==> config.mk <==
export PLATFORM = sky130hd
export DESIGN_NAME = b_mcp_rx
export DESIGN_NICKNAME = d
export VERILOG_FILES = /design/src/rtl/b_mcp_pkg.sv /design/src/rtl/b_mcp_chan.sv /design/src/rtl/b_mcp_rx.sv
export SDC_FILE = /design/constraint.sdc
export NUM_CORES = 1
export LEC_CHECK = 0
export CORE_MARGIN = 5
export CORE_UTILIZATION = 47
export CTS_CLUSTER_DIAMETER = 200
export DETAILED_ROUTE_END_ITERATION = 16
export MAX_ROUTING_LAYER = met4
export PLACE_DENSITY = 0.89
export SLEW_MARGIN = 20
export SYNTH_ARGS = -nofsm -noshare
export SYNTH_HDL_FRONTEND = slang
export SYNTH_HIERARCHICAL = 1
export SYNTH_SLANG_ARGS = --single-unit
==> constraint.sdc <==
create_clock -name bclk -period 5.8 [get_ports bclk]
set_clock_uncertainty 0.2 [all_clocks]
set_input_delay 1.16 -clock bclk [delete_from_list [all_inputs] [get_ports bclk]]
set_output_delay 1.16 -clock bclk [all_outputs]
set_load 0.02 [all_outputs]
==> src/rtl/b_mcp_pkg.sv <==
// Shared definitions for the multi-channel receive block: per-channel state
// encoding and the supported parameter ranges.
package b_mcp_pkg;

  typedef enum logic {
    WAIT  = 1'b0,
    READY = 1'b1
  } b_mcp_state_e;

  localparam int NCH_MIN = 1;
  localparam int NCH_MAX = 16;
  localparam int DW_MIN  = 1;
  localparam int DW_MAX  = 64;

endpackage

==> src/rtl/b_mcp_chan.sv <==
// One receive channel: WAIT/READY handshake FSM, captured data register,
// acknowledge toggle back to the sender and a sticky overrun flag.
module b_mcp_chan
  import b_mcp_pkg::*;
#(
  parameter int DW = 8
) (
  input  logic          clk_i,
  input  logic          rst_i,
  input  logic          en_i,
  input  logic          load_i,
  input  logic [DW-1:0] data_i,
  output logic          valid_o,
  output logic [DW-1:0] data_o,
  output logic          back_o,
  output logic          err_o,
  output logic          accept_o
);

  b_mcp_state_e  state_q, state_d;
  logic [DW-1:0] data_q, data_d;
  logic          back_q, back_d;
  logic          err_q, err_d;
  logic          accept_s;

  always_ff @(posedge clk_i) begin
    if (rst_i) begin
      state_q <= WAIT;
      data_q  <= {DW{1'b0}};
      back_q  <= 1'b0;
      err_q   <= 1'b0;
    end else begin
      state_q <= state_d;
      data_q  <= data_d;
      back_q  <= back_d;
      err_q   <= err_d;
    end
  end

  always_comb begin
    state_d  = state_q;
    data_d   = data_q;
    back_d   = back_q;
    err_d    = err_q;
    accept_s = 1'b0;
    case (state_q)
      WAIT: begin
        if (en_i) begin
          state_d = READY;
          data_d  = data_i;
        end else begin
          state_d = WAIT;
        end
      end
      READY: begin
        if (load_i) begin
          accept_s = 1'b1;
          back_d   = ~back_q;
          // A fresh pulse alongside the load refills the slot immediately.
          if (en_i) begin
            data_d  = data_i;
            state_d = READY;
          end else begin
            state_d = WAIT;
          end
        end else if (en_i) begin
          err_d = 1'b1;
        end else begin
          state_d = READY;
        end
      end
      default: begin
        state_d = WAIT;
      end
    endcase
  end

  assign valid_o  = (state_q == READY);
  assign data_o   = data_q;
  assign back_o   = back_q;
  assign err_o    = err_q;
  assign accept_o = accept_s;

endmodule

==> src/rtl/b_mcp_rx.sv <==
// Multi-channel receive side of a mux-based clock-domain crossing: NCH
// independent channels plus a shared counter of accepted loads.
module b_mcp_rx
  import b_mcp_pkg::*;
#(
  parameter int NCH  = 4,
  parameter int DW   = 8,
  parameter int CNTW = 16
) (
  input  logic              bclk,
  input  logic              brst,
  input  logic [NCH-1:0]    b_en,
  input  logic [NCH*DW-1:0] adata,
  input  logic [NCH-1:0]    bload,
  output logic [NCH-1:0]    bvalid,
  output logic [NCH*DW-1:0] bdata,
  output logic [NCH-1:0]    back,
  output logic [NCH-1:0]    berr,
  output logic [CNTW-1:0]   bcount
);

  logic [NCH-1:0]  accept_s;
  logic [CNTW-1:0] bcount_q, bcount_d;

  for (genvar gi = 0; gi < NCH; gi++) begin : g_chan
    b_mcp_chan #(
      .DW(DW)
    ) u_chan (
      .clk_i   (bclk),
      .rst_i   (brst),
      .en_i    (b_en[gi]),
      .load_i  (bload[gi]),
      .data_i  (adata[gi*DW +: DW]),
      .valid_o (bvalid[gi]),
      .data_o  (bdata[gi*DW +: DW]),
      .back_o  (back[gi]),
      .err_o   (berr[gi]),
      .accept_o(accept_s[gi])
    );
  end

  // Sum is taken modulo 2^CNTW, so the counter wraps naturally.
  always_comb begin
    bcount_d = bcount_q;
    for (int i = 0; i < NCH; i++) begin
      bcount_d = bcount_d + CNTW'(accept_s[i]);
    end
  end

  always_ff @(posedge bclk) begin
    if (brst) begin
      bcount_q <= {CNTW{1'b0}};
    end else begin
      bcount_q <= bcount_d;
    end
  end

  assign bcount = bcount_q;

endmodule

# After elaboration in Yosys (flattened, before gate mapping)
# Cells that the tools add are included.
[op_classes]
n_addsub = 4
n_eq_ne = 4
n_mux = 32
bitwise = 12
n_reduce_logical = 8
[op_table]
columns = ["cell", "count"]
rows = [
  ["16-bit by 1-bit adder with 16-bit output", 4],
  ["8-bit two-way mux", 8],
  ["8-bit case mux with 2 select lines", 4],
  ["1-bit two-way mux", 16],
  ["1-bit NOT", 12],
  ["3-bit AND reduction", 4],
  ["2-bit inequality test, second input constant", 4],
  ["1-bit case mux with 2 select lines", 4],
  ["2-bit AND reduction", 4],
]
[totals]
regBits = 60
inputBits = 42
output_inout_bits = 60
elab_cells = 77

# Longest topological paths before layout
[logic_depth]
word_depth = 6
mapped_depth = 10
depth_no_buf = 9

# By module
# The synthesis kept the hierarchy.
[modules_own_cells]
columns = ["module", "instances", "cells_per_inst", "area_each_um2", "seq_area_each_um2"]
rows = [
  ["b_mcp_chan", 4, 47, 479.2, 220.2],
  ["b_mcp_rx", 1, 83, 769.5, 320.3],
]

# Least setup slack after synthesis
# Ideal clock, no wire load.
[synth_path]
kind = "input-to-reg"
start = "input port bload[0]"
end = "register bcount_q[12] (netlist: bcount[12])"
setup_ns = 0.070
arrival_time_ns = 3.595
t_required_ns = 5.530
setup_slack_ns = 1.935
cell_stages = 10
path_buffers = 1
cell_sequence = "and2_1 fa_1 inv_1 fa_1 fa_1 and3b_2 buf_2 nand3_1 or3_1 a21oi_1"
[synth_between]
elab_chain_cells = 6
[synth_lines]
columns = ["item", "line_no", "source"]
rows = [
  ["start, declared", "b_mcp_rx.sv:14", "input logic [NCH-1:0] bload,"],
  ["1-bit two-way mux", "b_mcp_chan.sv:56", "if (load_i) begin"],
  ["1-bit two-way mux", "b_mcp_chan.sv:46", "case (state_q)"],
  ["16-bit by 1-bit adder with 16-bit output (4 in series)", "b_mcp_rx.sv:46", "bcount_d = bcount_d + CNTW'(accept_s[i]);"],
  ["end signal, assigned", "b_mcp_rx.sv:52", "bcount_q <= {CNTW{1'b0}};"],
  ["end signal, assigned", "b_mcp_rx.sv:54", "bcount_q <= bcount_d;"],
  ["end, declared", "b_mcp_rx.sv:23", "logic [CNTW-1:0] bcount_q, bcount_d;"],
]
# Every way passes these cells.
# A chain may end at the register's enable or synchronous reset.

# Worst setup path in the final report
[layout_path]
start = "input port bload[0]"
end = "register bcount_q[12] (netlist: bcount[12])"
[layout_between]
elab_chain_cells = 6
[layout_lines]
columns = ["item", "line_no", "source"]
rows = [
  ["1-bit two-way mux", "b_mcp_chan.sv:56", ""],
  ["1-bit two-way mux", "b_mcp_chan.sv:46", ""],
  ["via accept_s[0]", "b_mcp_rx.sv:22", "logic [NCH-1:0] accept_s;"],
  ["16-bit by 1-bit adder with 16-bit output (4 in series)", "b_mcp_rx.sv:46", ""],
]
# The timed path passes the listed nets, and every way through them passes these cells.

==> run_results.csv <==
group,metric,value,unit
floorplanning,initial_utilization,48.5,%
worst_hold_path,min_delay_path_depth,2,
grt,number_of_global_route_vias_before_repair,2158,
worst_setup_path,timing.critical_path.required,5.86,ns
synth,postSynthCellCount,271,
grt,remaining_global_route_overflow,0,
finish,area_growth_syn_to_layout,48.1,%
finish,num-nets-final,415,
route,wl_per_cell,14.2,um
worst_setup_path,timing.rr.end,"bcount[12]",
worst_setup_path,arrival,4.19,ns
route,drt_wirelength,6330,um
floorplanning,fp.dieW,85.6,um
worst_setup_path,cp-end-kind,"register",
finish,final_cells,446,
synth,syn-num-nets,317,
timing,timing.fmax,242,MHz
clock_tree,cts.sinks,60,
grt,grt_first_pass_wirelength,10100,um
job,maxCapViolations,0,
timing,final_period_minus_worst_setup_slack,4.13,ns
worst_hold_path,min-delay-path-class,"reg -> reg",
route,drt-initial-drc-count,76,
worst_setup_path,regToRegSetupSlack,2.69,ns
floorplanning,io-pin-count,102,
timing,timing.final.setup_violations,0,
route,postRouteAntennaNets,0,
clock_tree,cts.reportedPaths.clkPinSlew,0.07,ns
floorplanning,core_region_area,5540,um2
synth,yosys_warnings,6,
grt,grt_start_max_net_pins,93,
worst_setup_path,worst_r2r_startpoint,"g_chan[0].u_chan/valid_o",
finish,diodes,0,
clock_tree,cts.htree.levels,3,
place,port-buffer-count,101,
route,drt_pre_antenna_iters,4,
synth,synth-async-reset-ratio,0,%
clock_tree,cts_setup_buffers,0,
synth,post_synth_instance_area,2690,um2
synth,synth_edf_count,0,
place,post-place-cells,430,
floorplanning,design.die.area,7330,um2
clock_tree,cts_repair_resize_count,0,
timing,grt_setup_unrepaired,"no",
clock_tree,ctsLongestPathBuffers,2,
route,post-route-drc-count,0,
outcome,status,"finished, final reports clean",
timing,maxSlewHeadroom,52.3,%
clock_tree,tritoncts.num_buffers,9,
timing,slew_violations,0,
timing,hold_viol,0,
place,globalplace.congestion,0.780,
worst_setup_path,timing_worst_setup_path_type,"in -> reg",
timing,worst_pin_slew,0.716,ns
place,place.detailed.hpwl,4520,um
worst_setup_path,setup.worst_path.start_class,"primary input",
synth,yosys_most_used_dff,"dfxtp_1",
finish,mostFrequentLayoutCell,"clkdlybuf4s50_1",
clock_tree,clock_insertion_delay_worst_skew,0.33,ns
synth,synth.avg_cell_area,9.91,um2
clock_tree,cts_hold_fix_bufs,0,
worst_hold_path,hold_crit_endpoint,"g_chan[3].u_chan/err_o",
route,vias,2157,
power_and_ir_drop,power.density_cell_area,293,nW/um2
power_and_ir_drop,power.ir.vdd_worst,0.235,mV
grt,globalRouteTotalUtil,18.1,%
timing,finalCritPeriodShare,71.2,%
timing,final.setup.tns,0,ns
finish,drive_gt1_share,8.56,%
worst_setup_path,timing.reg2reg.worst_path_depth,9,
worst_hold_path,worst_hold_startpoint,"g_chan[3].u_chan/err_o",
worst_setup_path,critical_path.max_fanout,5,
clock_tree,cts_tree,"yes",
synth,seq_area_frac_synth,44.7,%
grt,antenna_found_initial,0,
route,route.detailed.vias_per_inst,4.84,
power_and_ir_drop,p_leak,1.51,nW
clock_tree,ctsRootBufferMaster,"clkbuf_8",
synth,synth.distinct_cells,30,
floorplanning,die_height,85.6,um
synth,ys_seq_elements,60,
floorplanning,core.rowCount,27,
finish,final_cell_mix,"100 x clkdlybuf4s50_1, 64 x nand2b_1, 60 x dfxtp_1",
[how the worst max path moves through the flow]
stage / start / to / slack [ns] / depth (start not counted)
after floorplan: bload[0] / bcount[12] / 1.94 / 10
after global placement: bload[0] / bcount[14] / 1.39 / 10
after detailed placement: bload[0] / bcount[12] / 1.35 / 10
after CTS: bload[0] / bcount[12] / 1.68 / 10
after global routing: bload[0] / bcount[12] / 1.55 / 10
final: bload[0] / bcount[12] / 1.67 / 10
[synthesized netlist by cell type (5+ instances only)]
cell type	instances	area (um2)
xnor2_1	5	43.8
o21ai_0	7	35.0
nor2_1	26	97.6
buf_2	9	45.0
dfxtp_1	60	1200
mux2i_1	32	320
inv_1	6	22.5
a21oi_1	10	50.1
and2_1	5	31.3
xor2_1	7	61.3
nand2b_1	64	400
[flip-flops by register name, indices dropped and copies added, names as in the netlist]
| register | flops |
|---|---|
| g_chan.u_chan/back_o | 4 |
| g_chan.u_chan/valid_o | 4 |
| bcount | 16 |
| g_chan.u_chan/err_o | 4 |
| g_chan.u_chan/data_o | 32 |
[through the flow]
step	hold slack, ns	utilization (%)	power, mW	setup WS (ns)	cell area (um2)
floorplan	0.345	-	0.553	1.94	2690
global placement	0.249	66.6	0.632	1.39	3690
detailed placement	0.264	66.6	0.637	1.35	3690
CTS	0.278	71.8	1.18	1.68	3980
global route	0.296	71.8	1.21	1.55	3980
finish	0.274	71.8	1.16	1.67	3980
[power by group]
group	switching (mW)	total (mW)	leakage [nW]	internal (mW)
clock	0.166	0.538	0.139	0.372
combinational	0.0804	0.177	0.878	0.0967
sequential	0.0144	0.450	0.492	0.436
total	0.261	1.16	1.51	0.904
[worst max-delay path, stage by stage]
cell and delay, ns:
clkdlybuf4s50_1 0.46, and2_1 0.23, fa_1 0.52, inv_1 0.05, fa_1 0.39, fa_1 0.42
and3b_2 0.31, nand3_1 0.14, or3_1 0.38, a21oi_1 0.14
[logic make-up (layout without fill, tap and decap cells)]
| logic type | Yosys count | after routing | share of synthesized area [%] |
|---|---|---|---|
| muxes | 32 | 32 | 11.9 |
| DFF | 60 | 60 | 44.7 |
| adders and majority gates | 4 | 4 | 2.70 |
| buffers and inverters | 21 | 124 | 4.47 |
| and+or+nand+nor | 123 | 123 | 27.9 |
| xor gates and xnor gates | 12 | 12 | 3.91 |
| AOI/OAI and AO/OA | 19 | 19 | 4.43 |
[layout make-up]
cell class	instances	area (um2)
inverter	6	22.5
tap	72	90.1
sequential	60	1200
fill	419	1560
clock inverter	7	163
clock buffer	9	124
multi-input combinational	190	1370
timing repair buffer	102	1010
[routing by layer]
layer  vias up  GRT usage, %  wire length [um]
met1      1009          20.0              2710
li1       1071             -                 -
met3        12          5.09               340
met5         -             -                 0
met2        65          29.9              3150
met4         0          8.63               131
Power figures use the tool's default switching activity.
